==> src/rtl/led_pkg.sv <==
// Shared types and constants for the seven-segment scan controller.
// Leading-zero blanking helper is used only when LED_LZB_EN is defined.
package led_pkg;

  typedef enum logic [1:0] {
    StIdle,
    StBlank,
    StOn,
    StOff
  } scan_state_e;

  localparam int unsigned N_DIG = 6;
  localparam logic [7:0]  SEG_OFF = 8'hFF;
  localparam logic [5:0]  AN_OFF  = 6'h3F;

  // Active-low gfedcba patterns, entry 15 first so SEG_TABLE[hex] indexes directly.
  localparam logic [15:0][6:0] SEG_TABLE = {
    7'h0E, 7'h06, 7'h21, 7'h46, 7'h03, 7'h08, 7'h10, 7'h00,
    7'h78, 7'h02, 7'h12, 7'h19, 7'h30, 7'h24, 7'h79, 7'h40
  };

  // Digit k blanks when it and every higher digit hold a bare zero; digit 0 never blanks.
  function automatic logic [N_DIG-1:0] lzb_mask(input logic [N_DIG-1:0][4:0] codes);
    logic run;
    run      = 1'b1;
    lzb_mask = '0;
    for (int k = N_DIG - 1; k >= 1; k--) begin
      run         = run & (codes[k] == 5'd0);
      lzb_mask[k] = run;
    end
  endfunction

endpackage

==> src/rtl/hex_to_seg.sv <==
// Combinational {dp, hex} to active-low {dp, g..a} segment decoder.
module hex_to_seg
  import led_pkg::*;
(
  input  logic [4:0] code_i,
  output logic [7:0] seg_o
);

  assign seg_o = {~code_i[4], SEG_TABLE[code_i[3:0]]};

endmodule

==> src/rtl/led_scan_ctrl.sv <==
// Six-digit multiplexed seven-segment scanner with dead-time and duty brightness.
// Define LED_LZB_EN to enable leading-zero blanking.
module led_scan_ctrl
  import led_pkg::*;
#(
  parameter int unsigned PRESCALE = 50_000,
  parameter int unsigned BLANK    = 500
) (
  input  logic       clk_i,
  input  logic       rst_i,
  input  logic       en_i,
  input  logic [2:0] bright_i,
  input  logic [4:0] in0_i,
  input  logic [4:0] in1_i,
  input  logic [4:0] in2_i,
  input  logic [4:0] in3_i,
  input  logic [4:0] in4_i,
  input  logic [4:0] in5_i,
  output logic [5:0] an_o,
  output logic [7:0] seg_o,
  output logic [2:0] cur_dig_o,
  output logic       scan_tick_o
);

  localparam int unsigned     CntW      = $clog2(PRESCALE);
  localparam int unsigned     Sub       = (PRESCALE - BLANK) / 8;
  localparam logic [CntW-1:0] CntLast   = CntW'(PRESCALE - 1);
  localparam logic [CntW-1:0] BlankLast = CntW'(BLANK - 1);

  scan_state_e           state_q, state_d;
  logic [CntW-1:0]       cnt_q, cnt_d;
  logic [2:0]            dig_q, dig_d;
  logic [2:0]            bright_q, bright_d;
  logic [4:0]            hold_q, hold_d;
  logic [5:0]            an_q, an_d;
  logic [7:0]            seg_q, seg_d;
  logic                  tick_q, tick_d;
  logic [N_DIG-1:0][4:0] codes;
  logic [N_DIG-1:0]      blank_mask;
  logic [CntW-1:0]       on_last;
  logic [7:0]            seg_dec;
  logic                  slot_start;

  assign codes   = {in5_i, in4_i, in3_i, in2_i, in1_i, in0_i};
  assign on_last = CntW'(BLANK + (32'(bright_q) + 32'd1) * Sub - 1);

  hex_to_seg u_dec (
    .code_i(hold_q),
    .seg_o (seg_dec)
  );

`ifdef LED_LZB_EN
  logic [N_DIG-1:0][4:0] snap_q, snap_d;

  // Snapshot at the start of the leftmost slot keeps blanking stable for a whole frame.
  always_comb begin
    snap_d = snap_q;
    if (slot_start && (dig_d == 3'(N_DIG - 1) || state_q == StIdle)) snap_d = codes;
  end

  always_ff @(posedge clk_i or posedge rst_i) begin
    if (rst_i) snap_q <= '0;
    else       snap_q <= snap_d;
  end

  assign blank_mask = lzb_mask(snap_q);
`else
  assign blank_mask = '0;
`endif

  always_comb begin
    state_d = state_q;
    cnt_d   = cnt_q;
    dig_d   = dig_q;
    if (state_q == StIdle) begin
      cnt_d = '0;
      dig_d = '0;
      if (en_i) state_d = StBlank;
    end else if (!en_i) begin
      state_d = StIdle;
      cnt_d   = '0;
      dig_d   = '0;
    end else begin
      if (cnt_q == CntLast) begin
        cnt_d = '0;
        dig_d = (dig_q == 3'(N_DIG - 1)) ? 3'd0 : dig_q + 3'd1;
      end else begin
        cnt_d = cnt_q + CntW'(1);
      end
      case (state_q)
        StBlank: if (cnt_q == BlankLast) state_d = StOn;
        // Slot end wins when full brightness makes the on-time reach the slot boundary.
        StOn: begin
          if (cnt_q == CntLast)      state_d = StBlank;
          else if (cnt_q == on_last) state_d = StOff;
        end
        StOff:   if (cnt_q == CntLast) state_d = StBlank;
        default: state_d = StIdle;
      endcase
    end
  end

  // Outputs are computed from next-state so the registered values line up with cnt_q.
  always_comb begin
    slot_start = (state_d != StIdle) && (cnt_d == '0);
    hold_d     = slot_start ? codes[dig_d] : hold_q;
    bright_d   = slot_start ? bright_i : bright_q;
    tick_d     = slot_start;
    an_d       = (state_d == StOn) ? ~(6'b1 << dig_d) : AN_OFF;
    seg_d      = seg_dec;
    if (state_d == StIdle || blank_mask[dig_q]) seg_d = SEG_OFF;
  end

  always_ff @(posedge clk_i or posedge rst_i) begin
    if (rst_i) begin
      state_q  <= StIdle;
      cnt_q    <= '0;
      dig_q    <= '0;
      bright_q <= '0;
      hold_q   <= '0;
      an_q     <= AN_OFF;
      seg_q    <= SEG_OFF;
      tick_q   <= 1'b0;
    end else begin
      state_q  <= state_d;
      cnt_q    <= cnt_d;
      dig_q    <= dig_d;
      bright_q <= bright_d;
      hold_q   <= hold_d;
      an_q     <= an_d;
      seg_q    <= seg_d;
      tick_q   <= tick_d;
    end
  end

  assign an_o        = an_q;
  assign seg_o       = seg_q;
  assign cur_dig_o   = dig_q;
  assign scan_tick_o = tick_q;

endmodule

==> config.mk <==
export PLATFORM = sky130hd
export DESIGN_NAME = led_scan_ctrl
export DESIGN_NICKNAME = d
export VERILOG_FILES = /design/src/rtl/led_pkg.sv /design/src/rtl/hex_to_seg.sv /design/src/rtl/led_scan_ctrl.sv
export SDC_FILE = /design/constraint.sdc
export NUM_CORES = 1
export LEC_CHECK = 0
export ABC_CLOCK_PERIOD_IN_PS = 3660
export CORE_AREA = 2 2 92 94
export CTS_CLUSTER_DIAMETER = 60
export DETAILED_ROUTE_END_ITERATION = 8
export DIE_AREA = 0 0 94 96
export GPL_TIMING_DRIVEN = 0
export PLACE_DENSITY = 0.8
export SYNTH_ARGS = -nofsm -noshare
export SYNTH_HDL_FRONTEND = slang
export SYNTH_SLANG_ARGS = --single-unit
==> constraint.sdc <==
create_clock -name clk_i -period 3.66 [get_ports clk_i]
set_clock_uncertainty 0.05 [all_clocks]
set_input_delay 0.915 -clock clk_i [delete_from_list [all_inputs] [get_ports clk_i]]
set_output_delay 0.915 -clock clk_i [all_outputs]
set_load 0.005 [all_outputs]
==> results.md <==
- Post-synthesis sequential area ratio: 28.34%
- Antenna Violating Nets Remaining: 0
- RSZ-0062 raised after global routing: true
- Sw Share: 37.35%
- Ys async rst share: 100.0%
- Clk Latency, worst-skew pair: 0.30 ns
- Number of DRC markers in iteration 0: 332
- Gate Count Post-Synth: 439
- Design Area, Final: 5030 µm²
- Hold WS: 0.3886 ns
- Initial antenna violation count: 0
- P per Cell Area: 416.6 nW/µm²
- Post-Syn Area per Cell: 8.989 µm²
- Yosys reg bits: 44
- CP max stage cell: fa_2
- Clk slew on worst S/H paths: 0.09 ns
- Pleak: 2.064 nW
- Clock root buffer: clkbuf_8
- Tightest Pin Transition: 0.8535 ns
- Sum of buffers and inverters on the critical path: 2
- Place WS: -0.3926 ns
- Max_slew headroom: 42.72%
- Type of the most critical hold path: register to register
- Core area: 8051 µm²
- Crit share post-route: 103.0%
- Post-CTS Hold Buffers: 0
- DRC viols: 0
- Peak supply drop: 189.7 µV
- Post-Syn Area: 3946 µm²
- Detailed Place HPWL: 7.292 mm
- Failing checks: negative setup slack
- N_diodes: 0
- Final nets: 581
- Die Wd: 94 µm
- Number of port buffers: 53
- Yosys warning count: 0
- CP Class: register to register
- Via Count: 3568
- Site Rows: 33
- Delay-heaviest family, CP: adder cells
- # clock sinks: 44
- GPL Wtd Cong: 0.9870
- Tmin final: 3.768 ns
- Synth top area share: 19.02%
- Crit path cell chain: ha_4 -> xor2_4 -> ha_4 -> inv_4 -> fa_2 -> ha_4 -> a21o_1 -> a31o_4 -> o22a_1 -> buf_6 -> xnor2_2 -> nand4_1 -> or4_4 -> nand4_1
- Crit path DAT: 3.96 ns
- Tot GR Track Use: 23.17%
- Synth area leader: dfrtp_1
- Largest net degree at the start of global routing: 41
- Critical Path RT: 3.85 ns
- Via density: 5.792
- Pint: 1.313 mW
- Distinct cells, synth: 67
- Die Y-Extent: 96 µm
- Final setup vio count: 7
- First-pass GRT wire length: 16.44 mm
- Seq pwr share: 26.3%
- Status: complete, but fails checks
- Die Footprint: 9024 µm²
- F_max: 0.2654 GHz
- Syn Nets: 510
- Most used cell, CP: ha_4
- DR pass1 iterations: 6
- Grt total ovfl: 0
- Psw: 0.7827 mW
- Max-Cap Viols: 0
- CTS Buf Count: 5
- Most used DFF post-synth: dfrtp_1
- Layout area overhead: 27.46%
- Vias in the first global route: 3461
- Setup TNS: -0.5812 ns
- Ports: 54
- Placed cells: 598
- Utilization after layout: 62.47%
- Post-DP Area: 4705 µm²
- CP peak stage delay: 0.58 ns
- Post-synth EDFFs: 0
- WL final: 10.16 mm
- Top cells by area, synth: dfrtp_1, ha_1, dfstp_2, xnor2_1, nor2_1
- CP Launch Type: register
- Layout cell share with drive strength beyond 1: 20.16%
- CTS tree: yes
- Power share of the combinational group: 55.4%
- Finished Layout Cells: 616
- Initial Utilization: 49.01%
- CP max FO: 7
- Power Total: 2.096 mW
- Clock share of power: 18.3%
- Final Max Slew Viols: 0
- Max H-tree Level: 2
- CTS Buffer Depth: 2
- Final hold viol count: 0
- Fin worst setup slack: -0.1081 ns
- Routed len/inst: 16.50 µm
- Endpoint class of the critical path: register
cell families after synthesis:
group	share of synthesized area, %
AOI/OAI and AO/OA	13.51
xor gates and xnor gates	9.099
adders and majority gates	11.67
buffers and inverters	8.021
DFF	28.34
muxes	5.644
and+or+nand+nor	23.72
layout make-up:
type	count	area, µm²
Tap cell	105	131.4
Timing Repair Buffer	65	636.9
Inverter	22	90.09
Fill cell	654	3022
Clock inverter	3	47.55
Multi-Input combinational cell	343	2694
Buffer	29	240.2
Sequential cell	44	1121
Clock buffer	5	68.82
timing repair:
action,4_1_cts,5_1_grt
setup buffers,10,1
pin swaps,11,7
endpoints found under the setup margin,7,7
hold endpoints to repair,0,0
gates resized for setup,20,12
layout by cell type, fill, tap and decap left out, types with 3 or more instances in the layout:
master / instances
buf_2: 5
nor3_1: 12
nor3b_1: 5
clkbuf_1: 5
o31ai_1: 4
nor2b_1: 3
nand4_1: 14
and4_1: 4
o21ai_0: 19
o21a_1: 4
o211ai_1: 4
inv_2: 3
ha_1: 24
clkbuf_8: 5
nor4_1: 4
nand2_1: 30
mux2_4: 8
inv_1: 16
buf_6: 8
and3_1: 3
o22a_1: 3
nor2_1: 40
buf_4: 19
a21oi_1: 13
nand2b_1: 5
a21o_1: 3
dfstp_2: 14
xnor2_1: 22
dfrtp_1: 28
nand3_1: 21
and2_1: 4
clkdlybuf4s50_1: 53
mux2i_1: 8
o221ai_1: 8
ha_4: 7
or3_1: 8
xor2_1: 15
per-layer routing:
| layer | up-vias | GRT usage [%] | share of wire, % |
|---|---|---|---|
| li1 | 1698 | - | - |
| met1 | 1716 | 28.52 | 42 |
| met2 | 129 | 40.18 | 51 |
| met3 | 25 | 3.367 | 4.7 |
| met4 | 0 | 10.75 | 2.9 |
| met5 | - | 0 | 0 |
cell usage after synthesis (2+ instances only):
cell,n
a21o_1,3
a21oi_1,14
a222oi_1,2
a22o_1,2
and2_1,4
and3_1,3
and4_1,4
and4_2,2
buf_2,5
buf_4,9
buf_6,7
clkbuf_1,6
dfrtp_1,30
dfstp_2,14
fa_1,3
ha_1,32
inv_1,21
mux2_4,8
mux2i_1,8
nand2_1,31
nand2b_1,5
nand3_1,22
nand4_1,14
nor2_1,40
nor2b_1,3
nor3_1,12
nor3b_1,5
nor4_1,5
nor4b_1,2
o211ai_1,4
o21a_1,4
o21ai_0,20
o221ai_1,8
o22a_1,3
o311ai_0,2
o31ai_1,4
or3_1,8
or4_1,2
xnor2_1,24
xor2_1,17
power by group through the flow:
stage | clock network (mW) | logic [mW] | registers [mW]
finish | 0.384 | 1.16 | 0.551
global route | 0.409 | 1.25 | 0.555
CTS | 0.396 | 1.03 | 0.550
detailed placement | 0 | 0.889 | 0.560
global placement | 0 | 0.857 | 0.558
floorplan | 0 | 0.670 | 0.555
sequential cells by signal, indices dropped and copies added (netlist names):
| signal | count |
|---|---|
| cnt_q | 16 |
| seg_o | 8 |
| an_o | 6 |
| hold_q | 5 |
| bright_q | 3 |
| cur_dig_o | 3 |
| state_q | 2 |
| scan_tick_o | 1 |
path summary, 6_finish.rpt:
check,slack [ns],start,endpoint,depth (start not counted)
worst min register to register,0.39,hold_q[4],seg_o[7],1
max in group asynchronous,2.33,rst_i,seg_o[4],3
min in group asynchronous,0.75,rst_i,scan_tick_o,2
worst min-delay path,0.39,hold_q[4],seg_o[7],1
worst max register to register,-0.11,bright_q[1],an_o[0],14
worst max-delay path,-0.11,bright_q[1],an_o[0],14
Note: power is estimated with default switching activity, not from simulation.
